[config.mk]
export PLATFORM = sky130hd
export DESIGN_NAME = dnn_layer_seq_flat
export DESIGN_NICKNAME = d
export VERILOG_FILES = /design/src/rtl/dnn_pkg.sv /design/src/rtl/dnn_layer_seq_if.sv /design/src/rtl/dnn_mac_lane.sv /design/src/rtl/dnn_layer_seq.sv /design/src/flat_wrapper.sv
export SDC_FILE = /design/constraint.sdc
export NUM_CORES = 1
export LEC_CHECK = 0
export BUFFER_PORTS_ARGS = -buffer_cell sky130_fd_sc_hd__buf_2
export CORE_MARGIN = 2
export CORE_UTILIZATION = 55
export DETAILED_ROUTE_END_ITERATION = 12
export PLACE_DENSITY = 0.74
export SETUP_SLACK_MARGIN = 0.1
export SYNTH_ARGS = -nofsm -noshare
export SYNTH_HDL_FRONTEND = slang
export SYNTH_SLANG_ARGS = --single-unit
[constraint.sdc]
create_clock -name clk -period 10.7 [get_ports clk]
set_input_delay 1.07 -clock clk [delete_from_list [all_inputs] [get_ports clk]]
set_output_delay 1.07 -clock clk [all_outputs]
set_load 0.03 [all_outputs]
[src/rtl/dnn_pkg.sv]
// Shared definitions for the DNN datapath layers: FSM state type,
// default operand/accumulator widths and the accumulator width check.
package dnn_pkg;

  typedef enum logic [0:0] {
    IDLE = 1'b0,
    ACC  = 1'b1
  } dnn_state_e;

  localparam int DNN_IN_SIZE  = 7;
  localparam int DNN_OUT_SIZE = 17;

  // Narrowest accumulator that can hold n_in full-precision products without wrapping.
  function automatic int min_out_size(input int in_size, input int n_in);
    return 2 * in_size + $clog2(n_in);
  endfunction

endpackage

[src/rtl/dnn_layer_seq_if.sv]
// Start/operand/result bundle between the staging logic and dnn_layer_seq.
interface dnn_layer_seq_if #(
  parameter int IN_SIZE  = 7,
  parameter int OUT_SIZE = 17,
  parameter int N_IN     = 4,
  parameter int N_OUT    = 4
) ();

  logic                            in_ready;
  logic [N_IN*IN_SIZE-1:0]         x_flat;
  logic [N_IN*N_OUT*IN_SIZE-1:0]   w_flat;
  logic [N_OUT*OUT_SIZE-1:0]       out_flat;
  logic                            busy;
  logic                            mac_ready;

  modport master (
    output in_ready, x_flat, w_flat,
    input  out_flat, busy, mac_ready
  );

  modport slave (
    input  in_ready, x_flat, w_flat,
    output out_flat, busy, mac_ready
  );

endinterface

[src/rtl/dnn_mac_lane.sv]
// One neuron lane: signed multiply-accumulate with a registered result.
// Compile with DNN_RELU_EN defined to clamp negative results to zero on load.
module dnn_mac_lane
  import dnn_pkg::*;
#(
  parameter int IN_SIZE  = DNN_IN_SIZE,
  parameter int OUT_SIZE = DNN_OUT_SIZE
) (
  input  logic                       clk,
  input  logic                       rst,
  input  logic                       clear,
  input  logic                       enable,
  input  logic                       last,
  input  logic signed [IN_SIZE-1:0]  x,
  input  logic signed [IN_SIZE-1:0]  w,
  output logic signed [OUT_SIZE-1:0] result
);

  logic signed [2*IN_SIZE-1:0] prod_s;
  logic signed [OUT_SIZE-1:0]  prod_ext_s;
  logic signed [OUT_SIZE-1:0]  sum_s;
  logic signed [OUT_SIZE-1:0]  load_s;
  logic signed [OUT_SIZE-1:0]  acc_r;
  logic signed [OUT_SIZE-1:0]  result_r;

  // Product, running sum and the value loaded into the result on the last term
  always_comb begin
    prod_s     = (2*IN_SIZE)'(x) * (2*IN_SIZE)'(w);
    prod_ext_s = OUT_SIZE'(prod_s);
    sum_s      = acc_r + prod_ext_s;
`ifdef DNN_RELU_EN
    if (sum_s[OUT_SIZE-1]) begin
      load_s = {OUT_SIZE{1'b0}};
    end else begin
      load_s = sum_s;
    end
`else
    load_s = sum_s;
`endif
  end

  // Accumulator and result registers; the sum wraps modulo 2^OUT_SIZE
  always_ff @(posedge clk) begin
    if (rst) begin
      acc_r    <= {OUT_SIZE{1'b0}};
      result_r <= {OUT_SIZE{1'b0}};
    end else begin
      if (clear) begin
        acc_r <= {OUT_SIZE{1'b0}};
      end else if (enable) begin
        acc_r <= sum_s;
      end else begin
        acc_r <= acc_r;
      end
      if (enable && last) begin
        result_r <= load_s;
      end else begin
        result_r <= result_r;
      end
    end
  end

  assign result = result_r;

endmodule

[src/rtl/dnn_layer_seq.sv]
// Time-multiplexed fully-connected layer: one input term per cycle across N_OUT lanes.
// Optional ReLU on the outputs is enabled by defining DNN_RELU_EN.
module dnn_layer_seq
  import dnn_pkg::*;
#(
  parameter int IN_SIZE  = DNN_IN_SIZE,
  parameter int OUT_SIZE = DNN_OUT_SIZE,
  parameter int N_IN     = 4,
  parameter int N_OUT    = 4
) (
  input logic           clk,
  input logic           rst,
  dnn_layer_seq_if.slave bus
);

  localparam int            KW     = (N_IN > 1) ? $clog2(N_IN) : 1;
  localparam logic [KW-1:0] K_LAST = KW'(N_IN - 1);

  if (N_IN < 1 || N_OUT < 1) begin : g_dim_err
    $error("dnn_layer_seq: N_IN and N_OUT must be at least 1");
  end
  if (OUT_SIZE < min_out_size(IN_SIZE, N_IN)) begin : g_width_err
    $error("dnn_layer_seq: OUT_SIZE too narrow for IN_SIZE/N_IN");
  end

  dnn_state_e                    state_r;
  dnn_state_e                    state_next_s;
  logic [KW-1:0]                 k_r;
  logic [KW-1:0]                 k_next_s;
  logic [N_IN*IN_SIZE-1:0]       x_r;
  logic [N_IN*N_OUT*IN_SIZE-1:0] w_r;
  logic                          capture_s;
  logic                          enable_s;
  logic                          last_s;
  logic                          busy_r;
  logic                          mac_ready_r;
  logic signed [IN_SIZE-1:0]     x_sel_s;
  logic [N_OUT*OUT_SIZE-1:0]     out_s;

  // Next-state, term counter and lane control decode
  always_comb begin
    state_next_s = state_r;
    k_next_s     = k_r;
    capture_s    = 1'b0;
    enable_s     = 1'b0;
    last_s       = 1'b0;
    case (state_r)
      IDLE: begin
        if (bus.in_ready) begin
          state_next_s = ACC;
          k_next_s     = {KW{1'b0}};
          capture_s    = 1'b1;
        end else begin
          state_next_s = IDLE;
        end
      end
      ACC: begin
        enable_s = 1'b1;
        if (k_r == K_LAST) begin
          last_s       = 1'b1;
          state_next_s = IDLE;
          k_next_s     = {KW{1'b0}};
        end else begin
          k_next_s = k_r + KW'(1);
        end
      end
      default: begin
        state_next_s = IDLE;
        k_next_s     = {KW{1'b0}};
      end
    endcase
  end

  // FSM state, counter, operand capture and registered status outputs
  always_ff @(posedge clk) begin
    if (rst) begin
      state_r     <= IDLE;
      k_r         <= {KW{1'b0}};
      x_r         <= {(N_IN*IN_SIZE){1'b0}};
      w_r         <= {(N_IN*N_OUT*IN_SIZE){1'b0}};
      busy_r      <= 1'b0;
      mac_ready_r <= 1'b0;
    end else begin
      state_r <= state_next_s;
      k_r     <= k_next_s;
      if (capture_s) begin
        x_r <= bus.x_flat;
        w_r <= bus.w_flat;
      end
      busy_r      <= (state_next_s == ACC);
      mac_ready_r <= last_s;
    end
  end

  // Select the current input term shared by every lane
  always_comb begin
    x_sel_s = x_r[int'(k_r)*IN_SIZE +: IN_SIZE];
  end

  for (genvar j = 0; j < N_OUT; j++) begin : g_lane
    logic signed [IN_SIZE-1:0] w_sel_s;

    assign w_sel_s = w_r[(int'(k_r)*N_OUT + j)*IN_SIZE +: IN_SIZE];

    dnn_mac_lane #(
      .IN_SIZE  (IN_SIZE),
      .OUT_SIZE (OUT_SIZE)
    ) u_lane (
      .clk    (clk),
      .rst    (rst),
      .clear  (capture_s),
      .enable (enable_s),
      .last   (last_s),
      .x      (x_sel_s),
      .w      (w_sel_s),
      .result (out_s[j*OUT_SIZE +: OUT_SIZE])
    );
  end

  assign bus.out_flat  = out_s;
  assign bus.busy      = busy_r;
  assign bus.mac_ready = mac_ready_r;

endmodule
[src/flat_wrapper.sv]
// flat-port wrapper written by rule: the top's interface ports become plain ports
module dnn_layer_seq_flat import dnn_pkg::*;
#(
  parameter int IN_SIZE  = DNN_IN_SIZE,
  parameter int OUT_SIZE = DNN_OUT_SIZE,
  parameter int N_IN     = 4,
  parameter int N_OUT    = 4
)
  (clk, rst, bus_in_ready, bus_x_flat, bus_w_flat, bus_out_flat, bus_busy, bus_mac_ready);
  dnn_layer_seq_if #(.IN_SIZE(IN_SIZE), .OUT_SIZE(OUT_SIZE), .N_IN(N_IN), .N_OUT(N_OUT)) bus_i ();
  input logic clk;
  input logic rst;
  input wire logic [$bits(bus_i.in_ready)-1:0] bus_in_ready;
  input wire logic [$bits(bus_i.x_flat)-1:0] bus_x_flat;
  input wire logic [$bits(bus_i.w_flat)-1:0] bus_w_flat;
  output wire logic [$bits(bus_i.out_flat)-1:0] bus_out_flat;
  output wire logic [$bits(bus_i.busy)-1:0] bus_busy;
  output wire logic [$bits(bus_i.mac_ready)-1:0] bus_mac_ready;
  assign bus_i.in_ready = bus_in_ready;
  assign bus_i.x_flat = bus_x_flat;
  assign bus_i.w_flat = bus_w_flat;
  assign bus_out_flat = bus_i.out_flat;
  assign bus_busy = bus_i.busy;
  assign bus_mac_ready = bus_i.mac_ready;
  dnn_layer_seq #(.IN_SIZE(IN_SIZE), .OUT_SIZE(OUT_SIZE), .N_IN(N_IN), .N_OUT(N_OUT)) u_core (.clk(clk), .rst(rst), .bus(bus_i));
endmodule
Word level (Yosys, flattened, before mapping)
Cells that the tools add are included.
W data, S select, Z words.
{"block": "word_totals", "register_bits": 280, "inputBits": 143, "output_inout_bits": 70, "word_cells": 50}
{"block": "classes", "add_sub_neg": 8, "mul": 9, "eq_ne": 2, "shift": 5, "muxes": 10, "bitwise": 1, "reduce_logical": 2}
{"cell": "$shiftx A112 B32 Y7", "count": 3}
{"cell": "$shiftx A112 B8 Y7", "count": 1}
{"cell": "$mul A32 B4 Y32 const B", "count": 3}
{"cell": "$add A17 B14 Y17", "count": 4}
{"cell": "$mul A7 B7 Y14", "count": 4}
{"cell": "$shiftx A28 B6 Y7", "count": 1}
{"cell": "$add A4 B2 Y5 const B", "count": 2}
{"cell": "$mul A2 B3 Y5 const B", "count": 2}
{"cell": "$mux W1", "count": 6}
{"cell": "$add A4 B1 Y5 const B", "count": 1}
{"cell": "$mux W2", "count": 2}
{"cell": "$pmux W2 S2", "count": 1}
{"cell": "$add A2 B1 Y2 const B", "count": 1}
{"cell": "$eq A2 B2 Y1 const B", "count": 1}
{"cell": "$ne A2 B2 Y1 const B", "count": 1}
{"cell": "$pmux W1 S2", "count": 1}
{"cell": "$reduce_or A2 Y1", "count": 1}
{"cell": "$logic_and A1 B1 Y1", "count": 1}
{"cell": "$not A1 Y1", "count": 1}

Depth between registers and ports, before layout
Gate-level depths: netlist of the first run.
{"block": "depth", "ltp_word": 5, "ltp_mapped": 37, "depth_no_buf": 28}

Modules after synthesis
Synthesis of the first run repeated with hierarchy kept, for this count alone.
{"block": "hier_totals", "cells_unflattened": 2528, "area_unflattened_um2": 22690.5}
{"module": "dnn_layer_seq", "instances": 1, "cells_per_inst": 667, "area_each_um2": 5962.0}
{"module": "dnn_mac_lane at u_core.g_lane[3].u_lane", "instances": 1, "cells_per_inst": 470, "area_each_um2": 4201.5}
{"module": "dnn_mac_lane at u_core.g_lane[0].u_lane", "instances": 1, "cells_per_inst": 455, "area_each_um2": 4192.8}
{"module": "dnn_mac_lane at u_core.g_lane[1].u_lane", "instances": 1, "cells_per_inst": 468, "area_each_um2": 4170.2}
{"module": "dnn_mac_lane at u_core.g_lane[2].u_lane", "instances": 1, "cells_per_inst": 468, "area_each_um2": 4164.0}

Least setup slack after synthesis of the first run
No wires, ideal clock.
{"block": "synth_path", "path_type": "reg-to-reg", "startpoint": "reg u_core.k_r[0]", "endpoint": "reg u_core.g_lane[2].u_lane.acc_r[16]", "arrival_ns": 7.867, "t_required_ns": 10.570, "setup_slack_ns": 2.703, "stages_incl_launch_ff": 34, "n_path_buf": 9, "cell_sequence": "dfxtp_1 > buf_6 > buf_6 > buf_4 > inv_1 > buf_2 > buf_2 > ha_1 > buf_4 > buf_6 > buf_4 > buf_4 > mux4_2 > o211ai_1 > o21ai_0 > o21ai_1 > nor2_1 > fa_1 > inv_1 > fa_1 > inv_1 > fa_1 > inv_1 > fa_1 > inv_1 > ha_1 > a21oi_1 > nor2b_1 > o21ai_0 > o21ai_1 > o41ai_1 > nor3b_1 > a2111oi_1 > nand2_1"}
{"block": "synth_between", "elab_chain_len": 5, "elab_cells_between_ends": 7, "cone_classes": "add/sub (2); mul (3); shift (2)"}
{"item": "start: declaration", "line_no": "dnn_layer_seq.sv:28", "source": "logic [KW-1:0] k_r;"}
{"item": "start signal: assignment", "line_no": "dnn_layer_seq.sv:78", "source": "k_r <= {KW{1'b0}};"}
{"item": "start signal: assignment", "line_no": "dnn_layer_seq.sv:85", "source": "k_r <= k_next_s;"}
{"item": "$add A4 B2 Y5", "line_no": "dnn_layer_seq.sv:103", "source": "assign w_sel_s = w_r[(int'(k_r)*N_OUT + j)*IN_SIZE +: IN_SIZE];"}
{"item": "$mul A32 B4 Y32", "line_no": "dnn_layer_seq.sv:103"}
{"item": "$shiftx A112 B32 Y7", "line_no": "dnn_layer_seq.sv:103"}
{"item": "$mul A7 B7 Y14 (*)", "line_no": "dnn_mac_lane.sv:28", "source": "prod_s = (2*IN_SIZE)'(x) * (2*IN_SIZE)'(w);"}
{"item": "$add A17 B14 Y17 (*)", "line_no": "dnn_mac_lane.sv:30", "source": "sum_s = acc_r + prod_ext_s;"}
{"item": "end signal: assignment", "line_no": "dnn_mac_lane.sv:45", "source": "acc_r <= {OUT_SIZE{1'b0}};"}
{"item": "end signal: assignment", "line_no": "dnn_mac_lane.sv:49", "source": "acc_r <= {OUT_SIZE{1'b0}};"}
{"item": "end signal: assignment", "line_no": "dnn_mac_lane.sv:51", "source": "acc_r <= sum_s;"}
{"item": "end: declaration", "line_no": "dnn_mac_lane.sv:23", "source": "logic signed [OUT_SIZE-1:0] acc_r;"}
Every way passes the cells marked *; elsewhere a longest branch is shown, timed or not.
A chain may end at the register's enable or synchronous reset.

Final worst setup path of the first run
Ends and elaborated chain as after synthesis.

==> results of run 1 <==
-- metal layers --
metal  routed length [um]  part of all wire (%)  global-route usage [%]  vias up
met5                    0                     0                       0        -
met4                 2080                   3.1                    9.50        0
met3                 4670                   6.9                    4.51      113
met2                31500                    46                    48.0      763
met1                29500                    44                    40.7     9774
li1                     -                     -                       -     9188
-- power breakdown --
group	leakage, uW	switching [uW]	internal [uW]
clock network	0.000576	484	757
registers	0.00228	66.3	1100
logic	0.00971	828	551
total	0.0126	1380	2400
-- cells in the final DEF (no fill, tap or decap), types with 5 or more instances in the layout --
master	instances
o211ai_1	11
or2_1	8
clkbuf_16	35
nand3b_1	11
or2_2	10
buf_2	211
inv_1	393
xnor2_1	49
nand2b_1	26
a211oi_1	15
or3_1	7
o21ai_0	76
buf_4	32
a21o_1	12
nor2b_1	9
o21ai_1	12
clkbuf_1	7
ha_1	164
nand2_1	381
o22ai_1	6
nor3_1	8
mux2_2	20
and3_1	5
o21a_1	13
fa_1	247
bufinv_16	5
o221ai_1	7
and2_1	32
xor2_1	20
mux4_2	88
mux2i_1	100
dfxtp_1	278
nand3_1	14
inv_2	5
a21oi_1	191
a22o_1	49
nor2_1	228
-- flip-flops by register name, summed over array words and instances, names as in the netlist --
| signal | flops |
|---|---|
| u_core.g_lane.u_lane.result | 68 |
| u_core.state_r | 1 |
| u_core.x_r | 28 |
| u_core.bus.mac_ready | 1 |
| u_core.w_r | 112 |
| u_core.k_r | 2 |
| u_core.g_lane.u_lane.acc_r | 68 |
-- worst min-delay path: cells and delay by family, from the launching register on --
family           cells  cell delay (ns)
flip-flops           1             0.32
AND/OR/NAND/NOR      1             0.04
AO/OA/AOI/OAI        1             0.05
-- stage by stage --
step	instance area, um2	instances	power, uW	utilization, %
after floorplan	24700	2716	2190	-
final	27400	3469	3780	61.8
after global placement	26200	3409	2490	59.1
after detailed placement	26200	3409	2550	59.1
after global routing	27400	3469	4020	61.8
after CTS	27400	3469	3800	61.8
-- worst paths after layout --
kind,start,endpoint,slack (ns),cells after the start
worst max-delay path,u_core.k_r[0],u_core.g_lane[2].u_lane.acc_r[16],1.42,24
worst min-delay path,u_core.g_lane[0].u_lane.result[14],u_core.g_lane[0].u_lane.result[14],0.45,2
worst max register to register,u_core.k_r[0],u_core.g_lane[2].u_lane.acc_r[16],1.42,24
worst min register to register,u_core.g_lane[0].u_lane.result[14],u_core.g_lane[0].u_lane.result[14],0.45,2
-- cell usage after synthesis, types with 6 or more instances --
cell and number:
inv_1 393, nand2_1 381, dfxtp_1 280, fa_1 247, nor2_1 229, a21oi_1 192
ha_1 165, clkbuf_1 100, mux2i_1 100, mux4_2 88, o21ai_0 77, xnor2_1 52
a22o_1 49, and2_1 32, nand2b_1 28, xor2_1 21, mux2_2 20, a211oi_1 15
buf_4 15, buf_2 14, nand3_1 14, o21a_1 13, a21o_1 12, nand3b_1 11
o211ai_1 11, o21ai_1 11, nor2b_1 10, or2_2 10, buf_6 8, nor3_1 8
or2_1 8, o221ai_1 7, or3_1 7, o22ai_1 6
-- cells by family after synthesis --
group	Yosys count	synth area share (%)
simple gates	758	13.1
buf+inv	540	8.74
compound gates	439	11.1
fa+ha+maj	412	28.3
flops	280	22.7
mux	213	13.5
xor+xnor	74	2.65
-- cell type report --
type | instances | area share (%)
timing repair buffer | 243 | 4.74
multi-input combinational | 1896 | 62.3
sequential | 280 | 20.5
tap | 592 | 2.71
inverter | 398 | 5.46
clock buffer | 46 | 3.50
clock inverter | 14 | 0.841
==> results by group, run 1 <==
Detailed routing
  – Vias per cell: 5.72
  – DR WL/cell: 19.5 um
  – Remaining antenna violation count: 0
  – Vias: 19,838
  – 1st-pass router iterations: 5
  – DRC errors left: 0
  – Total Wirelength: 67,800 um
  – Initial DRC count: 1,662

Worst setup path
  – Crit path kind: flop to flop
  – CP Launch Type: flop
  – Crit Path Max Fanout: 75
  – WP data arrival: 9.70 ns
  – Cells along the critical path: inv_1 -> ha_4 -> buf_4 -> mux4_2 -> mux4_2 -> o21ai_1 -> nor2_1 -> fa_1 -> inv_1 -> fa_1 -> inv_1 -> fa_1 -> inv_1 -> fa_1 -> inv_1 -> ha_1 -> a21oi_1 -> nor2b_1 -> o21ai_0 -> o21ai_1 -> o41ai_1 -> nor3b_1 -> a2111oi_1 -> nand2_1
  – Delay-heaviest family, CP: adder cells
  – Critical path endpoint category: flop
  – Top cell by count, worst path: inv_1
  – Worst-path cell with the longest stage delay: ha_4
  – Worst EP required: 11.12 ns
  – WP buf/inv: 6
  – CP peak stage delay: 1.01 ns

GRT
  – Total track usage: 29.5%
  – Largest net degree at the start of global routing: 106
  – GRT overflow: 0
  – First-pass GRT wire length: 109,000 um
  – Vias in the first global route: 20,410
  – Initial antenna violation count: 0

Pwr
  – Power Density: 138 nW/um2
  – Pleak: 0.0126 uW
  – Max VDD drop: 120 uV

Yosys
  – Mapped Cells: 2,716
  – Sequential share of the synthesized area: 22.7%
  – Area contributors post-synth: dfxtp_1 (23%), fa_1 (20%), ha_1 (8.3%)
  – Commonest register cell after synthesis: dfxtp_1
  – Synth Net Count: 3,271
  – Yosys reg bits: 280
  – Ys async rst share: 0%
  – Cell area after synthesis: 24,700 um2
  – Cell taking the most area after synthesis: dfxtp_1
  – Netlist cell types: 73
  – Yosys warnings: 0
  – Number of synthesized flops with an enable pin: 0
  – Synth top area share: 22.7%
  – Mean Syn Cell Area: 9.11 um2

STA
  – Minimum clock period: 9.28 ns
  – Fin. Hold Viols: 0
  – Final setup violation count: 0
  – TNS Setup: 0 ns
  – Final Cycle Share: 86.8%
  – Worst Slack Setup Final: 1.42 ns
  – Worst clock skew: 0.0216 ns
  – RSZ-0062 raised after global routing: no
  – Max Transition Viols Final: 0
  – Fin Hold WS: 0.448 ns
  – Slew HR: 26.8%
  – Max frequency: 108 MHz
  – Worst-Margin Slew: 1.10 ns

Floorplanning
  – Area of the core: 44,300 um2
  – I/O pins: 213
  – Starting Density: 55.8%
  – FP Rows: 77
  – Chip height: 216 um
  – DIE AREA: 46,700 um2
  – Die X: 216 um

Finish
  – Layout cells sized above 1: 15.5%
  – Final Net Count: 3,408
  – Reg area: 5610 um2
  – Fillers: 3,810
  – Area taken by multi-input logic gates: 17,000 um2
  – ANT cells: 0
  – Synthesis-to-finish area growth: 10.7%

Run
  – Max cap viols: 0

Clocking
  – Clock transition at path regs: 0.06 ns
  – Clock Path Buffers: 3
  – CTS root buffer: clkbuf_16
  – Hold buffer count at CTS: 0
  – H-Tree Depth: 2
  – Clock latency on the worst-skew pair: 0.55 ns
  – CTS resizes: 0
  – Num CTS Buffers: 34
  – TritonCTS clock tree: built
  – Post-CTS Setup Bufs: 0
  – TritonCTS sink count: 280

Worst hold path
  – Worst hold path class: flop to flop

Placement
  – Gpl congestion: 0.950
  – Post-DP HPWL: 52,800 um
  – Number of I/O port buffers: 212
  – Pre-CTS setup slack: 1.50 ns

Status
  – Status: finished clean
(Power assumes the default switching activity.)
==> run 2, diff against run 1 <==
--- a/config.mk
+++ b/config.mk
@@ -5,11 +5,12 @@
 export SDC_FILE = /design/constraint.sdc
 export NUM_CORES = 1
 export LEC_CHECK = 0
-export BUFFER_PORTS_ARGS = -buffer_cell sky130_fd_sc_hd__buf_2
 export CORE_MARGIN = 2
 export CORE_UTILIZATION = 55
 export DETAILED_ROUTE_END_ITERATION = 12
-export PLACE_DENSITY = 0.74
+export DONT_BUFFER_PORTS = 1
+export MAX_ROUTING_LAYER = met4
+export PLACE_DENSITY = 0.7
 export SETUP_SLACK_MARGIN = 0.1
 export SYNTH_ARGS = -nofsm -noshare
 export SYNTH_HDL_FRONTEND = slang
==> run 2 against run 1 <==
Die area unchanged. First-iteration DRC count increased by 8.1%. Maximum frequency increased by 6.4%. Global-route usage increased by 0.086 points. Critical path type unchanged. Clock skew decreased by 0.0061 ns. Largest cell class unchanged.
==> results by group, run 2 (synthesis gave the netlist of run 1 again) <==
Status
  – Status: finished clean

STA
  – Final setup violation count: 0
  – Worst-Margin Slew: 1.30 ns
  – Worst clock skew: 0.0155 ns
  – Fin Hold WS: 0.455 ns
  – Fin. Hold Viols: 0
  – TNS Setup: 0 ns
  – Final Cycle Share: 81.5%
  – Max frequency: 115 MHz
  – Minimum clock period: 8.72 ns
  – Worst Slack Setup Final: 1.98 ns
  – RSZ-0062 raised after global routing: no
  – Slew HR: 13.6%
  – Max Transition Viols Final: 0

Worst setup path
  – Delay-heaviest family, CP: adder cells
  – Reg2Reg Launch Point: u_core.k_r[1]
  – WP buf/inv: 7
  – Top cell by count, worst path: inv_1
  – WP data arrival: 9.19 ns
  – CP peak stage delay: 0.96 ns
  – Crit path kind: flop to flop
  – Worst EP required: 11.17 ns
  – Crit Path Max Fanout: 71
  – Critical path endpoint category: flop
  – Worst-path cell with the longest stage delay: ha_4
  – CP Launch Type: flop
  – Crit. Startpoint: u_core.k_r[1]

Detailed routing
  – DR WL/cell: 20.3 um
  – Vias: 18,835
  – 1st-pass router iterations: 5
  – Vias per cell: 5.80
  – Initial DRC count: 1,797
  – DRC errors left: 0
  – Remaining antenna violation count: 0
  – Total Wirelength: 66,000 um

Pwr
  – Total power: 3620 uW
  – Pleak: 0.0115 uW
  – Power Density: 138 nW/um2
  – Max VDD drop: 109 uV

Floorplanning
  – FP Rows: 77
  – Chip height: 216 um
  – DIE AREA: 46,700 um2
  – Die X: 216 um
  – I/O pins: 213
  – Starting Density: 55.8%
  – Area of the core: 44,300 um2

Clocking
  – Hold buffer count at CTS: 0
  – TritonCTS sink count: 280
  – Clock Path Buffers: 3
  – Num CTS Buffers: 31
  – Clock latency on the worst-skew pair: 0.59 ns
  – TritonCTS clock tree: built
  – CTS root buffer: clkbuf_16
  – H-Tree Depth: 1
  – Clock transition at path regs: 0.07 ns
  – Post-CTS Setup Bufs: 0
  – CTS resizes: 0

GRT
  – Initial antenna violation count: 0
  – First-pass GRT wire length: 106,000 um
  – Total track usage: 29.6%
  – Vias in the first global route: 19,209
  – GRT overflow: 0
  – Largest net degree at the start of global routing: 147

Finish
  – Most frequent cells in the layout: inv_1 (393), nand2_1 (381), dfxtp_1 (278)
  – Most flops, register: u_core.w_r
  – Final std cells w/o fill: 3,248
  – Fillers: 3,858
  – Area taken by multi-input logic gates: 17,000 um2
  – Final Net Count: 3,191
  – Synthesis-to-finish area growth: 5.76%
  – Layout cells sized above 1: 8.47%
  – ANT cells: 0
  – Commonest non-fill, non-tap cell in the layout: inv_1
  – Largest register FFs: 112
  – Reg area: 5610 um2

Run
  – Max cap viols: 0

Worst hold path
  – Worst hold path class: flop to flop
  – Hold Crit Start: u_core.x_r[16]

Placement
  – Placed Instances: 3,195
  – Number of I/O port buffers: 0
  – Gpl congestion: 0.977
  – Pre-CTS setup slack: 2.04 ns
  – Post-DP HPWL: 51,500 um
-- run 2: cell count changes in the layout (fill, tap and decap cells not counted), sizes merged --
| cell | previous run | this run |
|---|---|---|
| inv | 403 | 400 |
| clkinv | 3 | 4 |
| clkinvlp | 1 | 2 |
| bufinv | 5 | 4 |
| clkbuf | 46 | 41 |
| buf | 243 | 29 |
-- run 2: final cells by class --
type	count	area share (%)
Clock buffer	41	3.30
Clock inverter	12	0.703
Multi-Input combinational cell	1896	65.1
Tap cell	592	2.83
Timing Repair Buffer	29	0.880
Inverter	398	5.71
Sequential cell	280	21.5
-- run 2: worst paths after layout --
kind | end | slack [ns] | cells after the start
min | u_core.x_r[16] | 0.46 | 2
max | u_core.g_lane[2].u_lane.acc_r[16] | 1.98 | 25
min reg2reg | u_core.x_r[16] | 0.46 | 2
max reg2reg | u_core.g_lane[2].u_lane.acc_r[16] | 1.98 | 25
-- run 2: per-stage QoR --
| step | instance area (um2) | utilization, % |
|---|---|---|
| floorplan | 24700 | - |
| global placement | 25100 | 56.7 |
| detailed placement | 25100 | 56.7 |
| CTS | 26200 | 59.0 |
| global route | 26200 | 59.0 |
| finish | 26200 | 59.0 |
-- run 2: power by group --
part	switching [uW]	internal (uW)	leakage, uW
registers	68.1	1100	0.00228
logic	804	529	0.00875
clock network	457	661	0.000506
total	1330	2290	0.0115
-- run 2: layer usage --
layer  global-route usage [%]  share of wire (%)  routed length, um  up-vias
met3                     3.76                7.3               4830      102
li1                         -                  -                  -     8766
met4                     6.78                2.4               1550        0
met1                     41.5                 44              29200     9248
met5                        -                  0                  0        -
met2                     46.2                 46              30400      719
-- run 2: worst reg2reg max path, stage by stage (launching register included) --
cell and delay (ns):
dfxtp_1 0.31, buf_4 0.33, inv_1 0.22, ha_4 0.96
buf_4 0.47, mux4_2 0.53, mux4_2 0.46, o21ai_1 0.44
nor2_1 0.23, fa_1 0.58, inv_1 0.05, fa_1 0.50
inv_1 0.05, fa_1 0.52, inv_1 0.05, fa_1 0.52
inv_1 0.04, ha_1 0.36, a21oi_1 0.21, nor2b_1 0.08
o21ai_0 0.14, o21ai_1 0.12, o41ai_1 0.79, nor3b_1 0.12
a2111oi_1 0.43, nand2_1 0.08
==> run 3, diff against run 2 <==
--- a/config.mk
+++ b/config.mk
@@ -5,6 +5,7 @@
 export SDC_FILE = /design/constraint.sdc
 export NUM_CORES = 1
 export LEC_CHECK = 0
+export ABC_AREA = 1
 export CORE_MARGIN = 2
 export CORE_UTILIZATION = 55
 export DETAILED_ROUTE_END_ITERATION = 12
==> constraint.sdc (replaced) <==
create_clock -name clk -period 8.8 [get_ports clk]
set_input_delay 0.88 -clock clk [delete_from_list [all_inputs] [get_ports clk]]
set_output_delay 0.88 -clock clk [all_outputs]
set_load 0.03 [all_outputs]
==> run 3 against run 2 <==
Via count increased by 19%. First-iteration DRC count is 4.0% lower. Critical path type unchanged. Highest routed layer unchanged. Design area grew 1.8%. Die area up 2.5%.
==> results by group, run 3 <==
Clocking
  – CTS root buffer: clkbuf_16
  – TritonCTS sink count: 280
  – Clock Path Buffers: 3
  – Post-CTS Setup Bufs: 0
  – Hold buffer count at CTS: 0
  – H-Tree Depth: 1
  – CTS resizes: 0
  – Clock transition at path regs: 0.06 ns
  – TritonCTS clock tree: built
  – Num CTS Buffers: 31
  – Clock latency on the worst-skew pair: 0.62 ns

Yosys
  – Cell area after synthesis: 25,400 um2
  – Most common cell in the netlist: nand2_1
  – Area contributors post-synth: dfxtp_1 (22%), fa_1 (19%), nand2_1 (9.7%)
  – Yosys reg bits: 280
  – Mapped Cells: 3,490
  – Cell taking the most area after synthesis: dfxtp_1
  – Synth top area share: 22.1%
  – Netlist cell types: 63
  – Synth Net Count: 4,045
  – Sequential share of the synthesized area: 22.1%
  – Yosys warnings: 0
  – Number of synthesized flops with an enable pin: 0
  – Mean Syn Cell Area: 7.27 um2
  – Most frequent cells after synthesis: nand2_1 (659), inv_1 (638), nor2_1 (397)
  – Ys async rst share: 0%
  – Commonest register cell after synthesis: dfxtp_1

STA
  – Slew HR: 37.3%
  – Final Cycle Share: 92.3%
  – Max Transition Viols Final: 0
  – Fin. Hold Viols: 0
  – RSZ-0062 raised after global routing: yes
  – Worst-Margin Slew: 0.940 ns
  – Max frequency: 123 MHz
  – Minimum clock period: 8.12 ns
  – Final setup violation count: 0
  – TNS Setup: 0 ns
  – Worst clock skew: 0.0206 ns

Detailed routing
  – Total Wirelength: 78,800 um
  – DRC errors left: 0
  – 1st-pass router iterations: 5
  – Remaining antenna violation count: 0
  – Vias per cell: 5.58
  – Vias: 22,445
  – DR WL/cell: 19.6 um
  – Initial DRC count: 1,725

GRT
  – Vias in the first global route: 22,302
  – Initial antenna violation count: 0
  – First-pass GRT wire length: 124,000 um
  – GRT overflow: 0
  – Largest net degree at the start of global routing: 106
  – Total track usage: 34.3%

Worst setup path
  – Worst EP required: 9.31 ns
  – Crit path kind: flop to flop
  – Worst-path cell with the longest stage delay: fa_1
  – CP peak stage delay: 0.67 ns
  – WP data arrival: 8.64 ns
  – Critical path endpoint category: flop
  – Crit Path Max Fanout: 48
  – CP Launch Type: flop

Floorplanning
  – Chip height: 219 um
  – FP Rows: 78
  – DIE AREA: 47,900 um2
  – Die X: 219 um
  – I/O pins: 213
  – Starting Density: 55.8%
  – Area of the core: 45,500 um2

Finish
  – Fillers: 4,308
  – Most flops, register: u_core.w_r
  – Final Net Count: 3,952
  – Layout cells sized above 1: 4.91%
  – Commonest non-fill, non-tap cell in the layout: nand2_1
  – Most frequent cells in the layout: nand2_1 (659), inv_1 (636), nor2_1 (393)
  – ANT cells: 0
  – Final std cells w/o fill: 4,019
  – Largest register FFs: 112
  – Synthesis-to-finish area growth: 4.98%

Worst hold path
  – Worst hold path class: input port to flop

Pwr
  – Max VDD drop: 304 uV
  – Pleak: 0.0134 uW
  – Power Density: 307 nW/um2

Run
  – Max cap viols: 0

Status
  – Status: finished clean

Placement
  – Gpl congestion: 1.01
  – Post-DP HPWL: 62,400 um
  – Placed Instances: 3,964
  – Number of I/O port buffers: 0
-- run 3: cells by family (layout without fill, tap and decap cells) --
family / count (synthesis) / after routing / synth area share [%]
XOR/XNOR: 61 / 61 / 2.21
buffers and inverters: 825 / 754 / 13.2
AND/OR/NAND/NOR: 1228 / 1228 / 19.4
AO/OA/AOI/OAI: 682 / 682 / 15.4
multiplexers: 2 / 2 / 0.0789
flip-flops: 280 / 280 / 22.1
adder cells (fa/ha/maj): 412 / 412 / 27.6
-- run 3: report_power, final --
group          internal [uW]  switching [uW]
sequential              1370            89.8
clock                    748             567
combinational           1860            3530
-- run 3: critical path: cells and delay by family (launching register included) --
kind	cells	cell delay (ns)
AND/OR/NAND/NOR	12	1.61
adder cells (fa/ha/maj)	6	3.27
AO/OA/AOI/OAI	6	1.05
flip-flops	1	0.63
buffers and inverters	10	1.41
-- run 3: metal layers --
layer | vias up | wire length, um | track usage [%]
met3 | 145 | 4530 | 3.92
met5 | - | 0 | -
met1 | 10919 | 34300 | 44.8
li1 | 10681 | - | -
met4 | 0 | 2710 | 10.5
met2 | 700 | 37200 | 56.3
-- run 3: metrics by stage --
stage / hold WS (ns) / worst slack, ns / power [uW] / area (um2) / util, %
2_1_floorplan: 0.439 / 2.29 / 5520 / 25400 / -
3_3_place_gp: 0.453 / 0.818 / 6690 / 25600 / 56.3
3_5_place_dp: 0.460 / 0.682 / 6820 / 25600 / 56.3
4_1_cts: 0.313 / 0.621 / 8180 / 26600 / 58.5
5_1_grt: 0.318 / 0.0858 / 9060 / 26600 / 58.6
6_report: 0.330 / 0.676 / 8170 / 26600 / 58.6
-- run 3: final timing paths --
check	from	end	slack [ns]	cells after the start
max	u_core.k_r[1]	u_core.g_lane[1].u_lane.acc_r[15]	0.68	34
min reg2reg	u_core.g_lane[3].u_lane.acc_r[2]	u_core.g_lane[3].u_lane.acc_r[2]	0.47	2
min	rst	u_core.k_r[0]	0.33	1
max reg2reg	u_core.k_r[1]	u_core.g_lane[1].u_lane.acc_r[15]	0.68	34
-- run 3: layout make-up --
type                       count  area [um2]  area share, %
multi-input combinational   2385       16500           61.8
sequential                   280        5610           21.1
inverter                     656        2460           9.25
clock buffer                  45         910           3.41
tap                          600         751           2.82
timing repair buffer          43         323           1.21
clock inverter                10         108          0.404
